## config.mk

```make
export PLATFORM = sky130hd
export DESIGN_NAME = button_debounce
export DESIGN_NICKNAME = d
export VERILOG_FILES = /design/src/rtl/button_debounce.sv
export SDC_FILE = /design/constraint.sdc
export NUM_CORES = 1
export LEC_CHECK = 0
export BUFFER_PORTS_ARGS = -buffer_cell sky130_fd_sc_hd__buf_4
export CAP_MARGIN = 30
export CORE_ASPECT_RATIO = 0.6
export CORE_MARGIN = 1.5
export CORE_UTILIZATION = 50
export CTS_CLUSTER_DIAMETER = 60
export DETAILED_ROUTE_END_ITERATION = 7
export PLACE_DENSITY = 0.67
export SETUP_SLACK_MARGIN = 0.5
export SLEW_MARGIN = 20
export SYNTH_ARGS = -nofsm -noshare
export SYNTH_HDL_FRONTEND = slang
export SYNTH_SLANG_ARGS = --single-unit
```

## constraint.sdc

```tcl
create_clock -name clock -period 2.14 [get_ports clock]
set_clock_uncertainty 0.05 [all_clocks]
set_input_delay 0.214 -clock clock [delete_from_list [all_inputs] [get_ports clock]]
set_output_delay 0.214 -clock clock [all_outputs]
set_load 0.02 [all_outputs]
```

## src/rtl/button_debounce.sv

```systemverilog
`default_nettype none
// +--------------------------------------------------------------------------+
// | Module   : button_debounce                                               |
// | Purpose  : Debounces a raw mechanical pushbutton. The button is          |
// |            synchronised, then sampled once per slow tick. A level change |
// |            is accepted only after STABLE_SAMPLES equal samples in a row.  |
// |            Produces the debounced level, one-clock press/release strobes |
// |            and an optional run/stop toggle latch.                        |
// | Params   : TICK_DIV       - sample-tick period in clocks (2..2^20)       |
// |            STABLE_SAMPLES - equal samples needed to accept (2..15)       |
// | Ports    : clock          in   sole clock, rising edge                   |
// |            reset_n        in   asynchronous active-low reset             |
// |            btn            in   raw, asynchronous, bouncy button          |
// |            level          out  debounced button state (registered)      |
// |            press_pulse    out  one-clock strobe on accepted press       |
// |            release_pulse  out  one-clock strobe on accepted release     |
// |            toggle         out  flips on every accepted press            |
// | Config   : DEBOUNCE_TOGGLE_EN - when defined the toggle latch is built;  |
// |            otherwise toggle is tied to 0.                                |
// | Revision : 1.0 - initial release                                         |
// +--------------------------------------------------------------------------+
module button_debounce #(
  parameter int TICK_DIV       = 250000,
  parameter int STABLE_SAMPLES = 4
) (
  input  logic clock,
  input  logic reset_n,
  input  logic btn,
  output logic level,
  output logic press_pulse,
  output logic release_pulse,
  output logic toggle
);

  localparam int            TICK_W    = $clog2(TICK_DIV);
  localparam logic [TICK_W-1:0] TICK_LAST = TICK_W'(TICK_DIV - 1);
  localparam logic [3:0]    SAMPLES_C = 4'(STABLE_SAMPLES);

  typedef enum logic [1:0] {
    IDLE      = 2'd0,
    PRESS_CHK = 2'd1,
    PRESSED   = 2'd2,
    REL_CHK   = 2'd3
  } state_t;

  // --------------------------------------------------------------------------
  // Two-flop synchronizer: the only consumer of the raw button
  // --------------------------------------------------------------------------
  logic sync_meta;
  logic btn_s;

  always_ff @(posedge clock or negedge reset_n) begin
    if (!reset_n) begin
      sync_meta <= 1'b0;
      btn_s     <= 1'b0;
    end else begin
      sync_meta <= btn;
      btn_s     <= sync_meta;
    end
  end

  // --------------------------------------------------------------------------
  // Free-running sample-tick divider
  // --------------------------------------------------------------------------
  logic [TICK_W-1:0] tick_cnt;
  logic              tick;

  assign tick = (tick_cnt == TICK_LAST);

  always_ff @(posedge clock or negedge reset_n) begin
    if (!reset_n) begin
      tick_cnt <= '0;
    end else if (tick) begin
      tick_cnt <= '0;
    end else begin
      tick_cnt <= tick_cnt + 1'b1;
    end
  end

  // --------------------------------------------------------------------------
  // Debounce FSM: state register
  // --------------------------------------------------------------------------
  state_t     state;
  state_t     state_nx;
  logic [3:0] cnt;
  logic [3:0] cnt_nx;
  logic [3:0] cnt_inc;
  logic       press_ev;
  logic       release_ev;

  assign cnt_inc = cnt + 4'd1;

  always_ff @(posedge clock or negedge reset_n) begin
    if (!reset_n) begin
      state <= IDLE;
      cnt   <= 4'd0;
    end else begin
      state <= state_nx;
      cnt   <= cnt_nx;
    end
  end

  // --------------------------------------------------------------------------
  // Debounce FSM: next state. Nothing moves outside tick cycles.
  // --------------------------------------------------------------------------
  always_comb begin
    state_nx   = state;
    cnt_nx     = cnt;
    press_ev   = 1'b0;
    release_ev = 1'b0;
    if (tick) begin
      case (state)
        IDLE: begin
          if (btn_s) begin
            state_nx = PRESS_CHK;
            cnt_nx   = 4'd1;
          end
        end
        PRESS_CHK: begin
          if (btn_s) begin
            if (cnt_inc == SAMPLES_C) begin
              state_nx = PRESSED;
              cnt_nx   = 4'd0;
              press_ev = 1'b1;
            end else begin
              cnt_nx = cnt_inc;
            end
          end else begin
            state_nx = IDLE;
            cnt_nx   = 4'd0;
          end
        end
        PRESSED: begin
          if (!btn_s) begin
            state_nx = REL_CHK;
            cnt_nx   = 4'd1;
          end
        end
        REL_CHK: begin
          if (!btn_s) begin
            if (cnt_inc == SAMPLES_C) begin
              state_nx   = IDLE;
              cnt_nx     = 4'd0;
              release_ev = 1'b1;
            end else begin
              cnt_nx = cnt_inc;
            end
          end else begin
            state_nx = PRESSED;
            cnt_nx   = 4'd0;
          end
        end
        default: begin
          state_nx = IDLE;
          cnt_nx   = 4'd0;
        end
      endcase
    end
  end

  // --------------------------------------------------------------------------
  // Registered outputs. level is decoded from the next state so that it
  // always matches the state register exactly; the strobes are high in the
  // clock that follows the accepting transition.
  // --------------------------------------------------------------------------
  always_ff @(posedge clock or negedge reset_n) begin
    if (!reset_n) begin
      level         <= 1'b0;
      press_pulse   <= 1'b0;
      release_pulse <= 1'b0;
    end else begin
      level         <= (state_nx == PRESSED) || (state_nx == REL_CHK);
      press_pulse   <= press_ev;
      release_pulse <= release_ev;
    end
  end

`ifdef DEBOUNCE_TOGGLE_EN
  // Flips on the same edge that raises press_pulse.
  logic toggle_q;

  always_ff @(posedge clock or negedge reset_n) begin
    if (!reset_n) begin
      toggle_q <= 1'b0;
    end else begin
      toggle_q <= toggle_q ^ press_ev;
    end
  end

  assign toggle = toggle_q;
`else
  assign toggle = 1'b0;
`endif

endmodule
`default_nettype wire
```

==> summary.txt <==
Pwr
  – VDD IR-drop max: 0.419 mV
  – Total power: 1010 uW
  – Cell Pwr Density: 549 nW/um2
  – Leakage: 0.000849 uW

Worst setup path
  – Reg-to-Reg End: state[0]
  – Worst-path fanout max: 5
  – Worst r2r path cells: 4
  – Reg2reg start: tick_cnt[11]
  – Worst Setup Path Type: flip-flop to flip-flop
  – Critical path arrival: 2130 ps
  – Internal reg-to-reg setup slack: about 140 ps
  – Critical Path Start Type: flip-flop
  – Crit path required time: 2270 ps
  – Setup crit end kind: flip-flop

Die
  – Core box area: about 2600 um2
  – Starting Density: 54.8%
  – Die H: 44.4 um
  – # rows: 14
  – I/O pin cnt: 7
  – Die ar.: 3200 um2
  – Die Wd: 72.1 um

Finish
  – Leading cell type in the layout, fill and taps excluded: dfrtp_1
  – Seq. cell area: 727 um2
  – Ant diodes: 0
  – Nets: about 160
  – Multi-input logic area: 772 um2
  – Most frequent cells in the layout: dfrtp_1 (28), buf_4 (20), nand3_1 (10), xor2_1 (9), nand2_1 (6)
  – Synth-to-layout area growth: 28.8%
  – Fillers: 192
  – Fraction of layout instances using a drive strength above 1: 36.1%

Synthesis
  – Post-synth EDFFs: 0
  – Post-Syn Nets: 135
  – Synth unique cells: 37
  – Yosys warns: 0
  – Yosys top cell by area: dfrtp_1
  – Post-synth top area share: 50.7%
  – Post-Syn Area: 1430 um2
  – Syn Inst Count: 129
  – Register area share after synthesis: about 51%
  – Ys async rst share: 100%
  – Largest cells by area after synthesis: dfrtp_1 (51%), xor2_1 (5.5%), nand3_1 (3.5%), and4_1 (3.1%), xnor2_1 (3.1%)
  – Most used DFF post-synth: dfrtp_1
  – Syn Area/Cell: around 11 um2
  – Synthesized flop and latch total: 29

Drt
  – Vias per cell: 5.95
  – Antenna Violating Nets Remaining: 0
  – Total Wirelength: 3.22 mm
  – Vias: between 1000 and 1500
  – Remaining DRCs: 0
  – DRT iter0 DRCs: 94
  – DR WL/cell: 16.9 um
  – DR pass1 iterations: 6

Clocking
  – Clock slew at reported path FFs: 60 ps
  – CTS root buf: clkbuf_8
  – Sink Count: 29
  – Num CTS Buffers: 5
  – H-tree lvl count: 2
  – Maximum buffer depth of the clock tree: 2
  – Worst skew pair latency: 290 ps
  – TritonCTS clock tree: yes

Global routing
  – Antenna violations before repair: 0
  – Vias in the first global route: 1122
  – Wire length of the first global-routing pass: 5.21 mm
  – Largest net degree at the start of global routing: 30
  – Total congestion overflow: 0
  – Total GRT Usage: ~23%

STA
  – Final TNS setup: 0 ps
  – Fmax: 500 MHz
  – RSZ-0062 raised after global routing: yes
  – Count of final hold-check violations: 0
  – Setup-failing EPs final: 0
  – Fin. max-slew vios: 0
  – Tcrit/Tclk final: 93.4%
  – Tmin final: around 2000 ps

Outcome
  – Status: completed

Min path
  – Worst Hold Endpoint: btn_s
  – Min-delay src: sync_meta
  – Hold Crit Class: flip-flop to flip-flop
  – Worst hold path depth: 0

Job
  – Number of max-cap violations: 0

Placed design
  – Hpwl dp: 1.83 mm
  – IO Port Bufs: 5
  – Final Wtd Congestion: 0.831
## cell usage after synthesis, types with 2 or more instances
library cell / number
dfrtp_1: 29
nand3_1: 10
nor2_1: 9
xor2_1: 9
nand2_1: 6
and4_1: 5
nand4_1: 5
xnor2_1: 5
and2_1: 4
a21oi_1: 3
clkbuf_1: 3
ha_1: 3
a21boi_0: 2
a31oi_1: 2
and3_1: 2
and3b_1: 2
buf_4: 2
mux2_1: 2
mux2_2: 2
nor2b_1: 2
nor3b_1: 2
o21ai_0: 2
o2bb2ai_1: 2
or3_1: 2
or4b_4: 2
## cells by family after synthesis
family	count (synthesis)	synth area share [%]
adder cells (fa/ha/maj)	3	2.62
AO/OA/AOI/OAI	15	7.26
other	1	0.262
AND/OR/NAND/NOR	57	25.3
multiplexers	4	3.15
XOR/XNOR	14	8.57
flip-flops	29	50.7
buffers and inverters	6	2.10
## worst max path at each step
stage | depth (start not counted) | startpoint | endpoint
floorplan | 4 | tick_cnt[5] | cnt[3]
global placement | 4 | tick_cnt[8] | state[0]
detailed placement | 4 | tick_cnt[8] | state[0]
CTS | 4 | tick_cnt[11] | state[0]
global route | 4 | tick_cnt[10] | cnt[3]
finish | 4 | tick_cnt[11] | state[0]
## metal layers
layer | up-vias | track usage (%) | part of all wire, %
met5 | - | 0 | 0
met4 | 0 | 12.5 | 3.0
met3 | 10 | 6.83 | 7.2
met2 | 54 | 33.0 | 43
met1 | 548 | 31.2 | 46
li1 | 519 | - | -
## report_power, final
part | leakage [uW] | internal, uW | switching, uW
sequential | 0.000385 | 550 | 1.75
combinational | 0.000419 | 5.97 | 14.5
clock | 0.0000450 | 225 | 215
## metrics by stage
step / util (%) / hold WS, ps / setup WS [ps] / std cells / area, um2
2_1_floorplan: - / -132 / 268 / 129 / 1460
3_3_place_gp: 59.1 / 101 / 135 / 166 / 1540
3_5_place_dp: 59.1 / 110 / 101 / 166 / 1540
4_1_cts: 67.6 / 307 / 182 / 186 / 1760
5_1_grt: 70.7 / 317 / 97.9 / 190 / 1840
6_report: 70.7 / 301 / 140 / 190 / 1840
## registers in the layout, summed over array words and instances (netlist names)
register and count:
tick_cnt 18, cnt 4, sync_meta 1, level 1, btn_s 1, release_pulse 1, press_pulse 1, state 2
## layout make-up
cell class / instances / area share, %
Sequential cell: 29 / 39.4
Multi-Input combinational cell: 94 / 41.9
Tap cell: 32 / 2.17
Clock buffer: 6 / 3.93
Timing Repair Buffer: 26 / 11.9
Clock inverter: 2 / 0.543
Inverter: 1 / 0.204
## worst max-delay path, cell delays in order, from the launching register on
cell and delay (ps):
dfrtp_1 400, or4b_4 550, nor3_4 340, and2_4 250, mux2_4 300
## what timing repair did
action / CTS / global route
hold buffers: 2 / 0
endpoints found under the setup margin: 19 / 19
endpoints found under the hold margin: 30 / 0
pin swaps: 6 / 1
buffers inserted: 10 / 4
gates resized for setup: 9 / 15
Note: power is estimated with default switching activity, not from simulation.
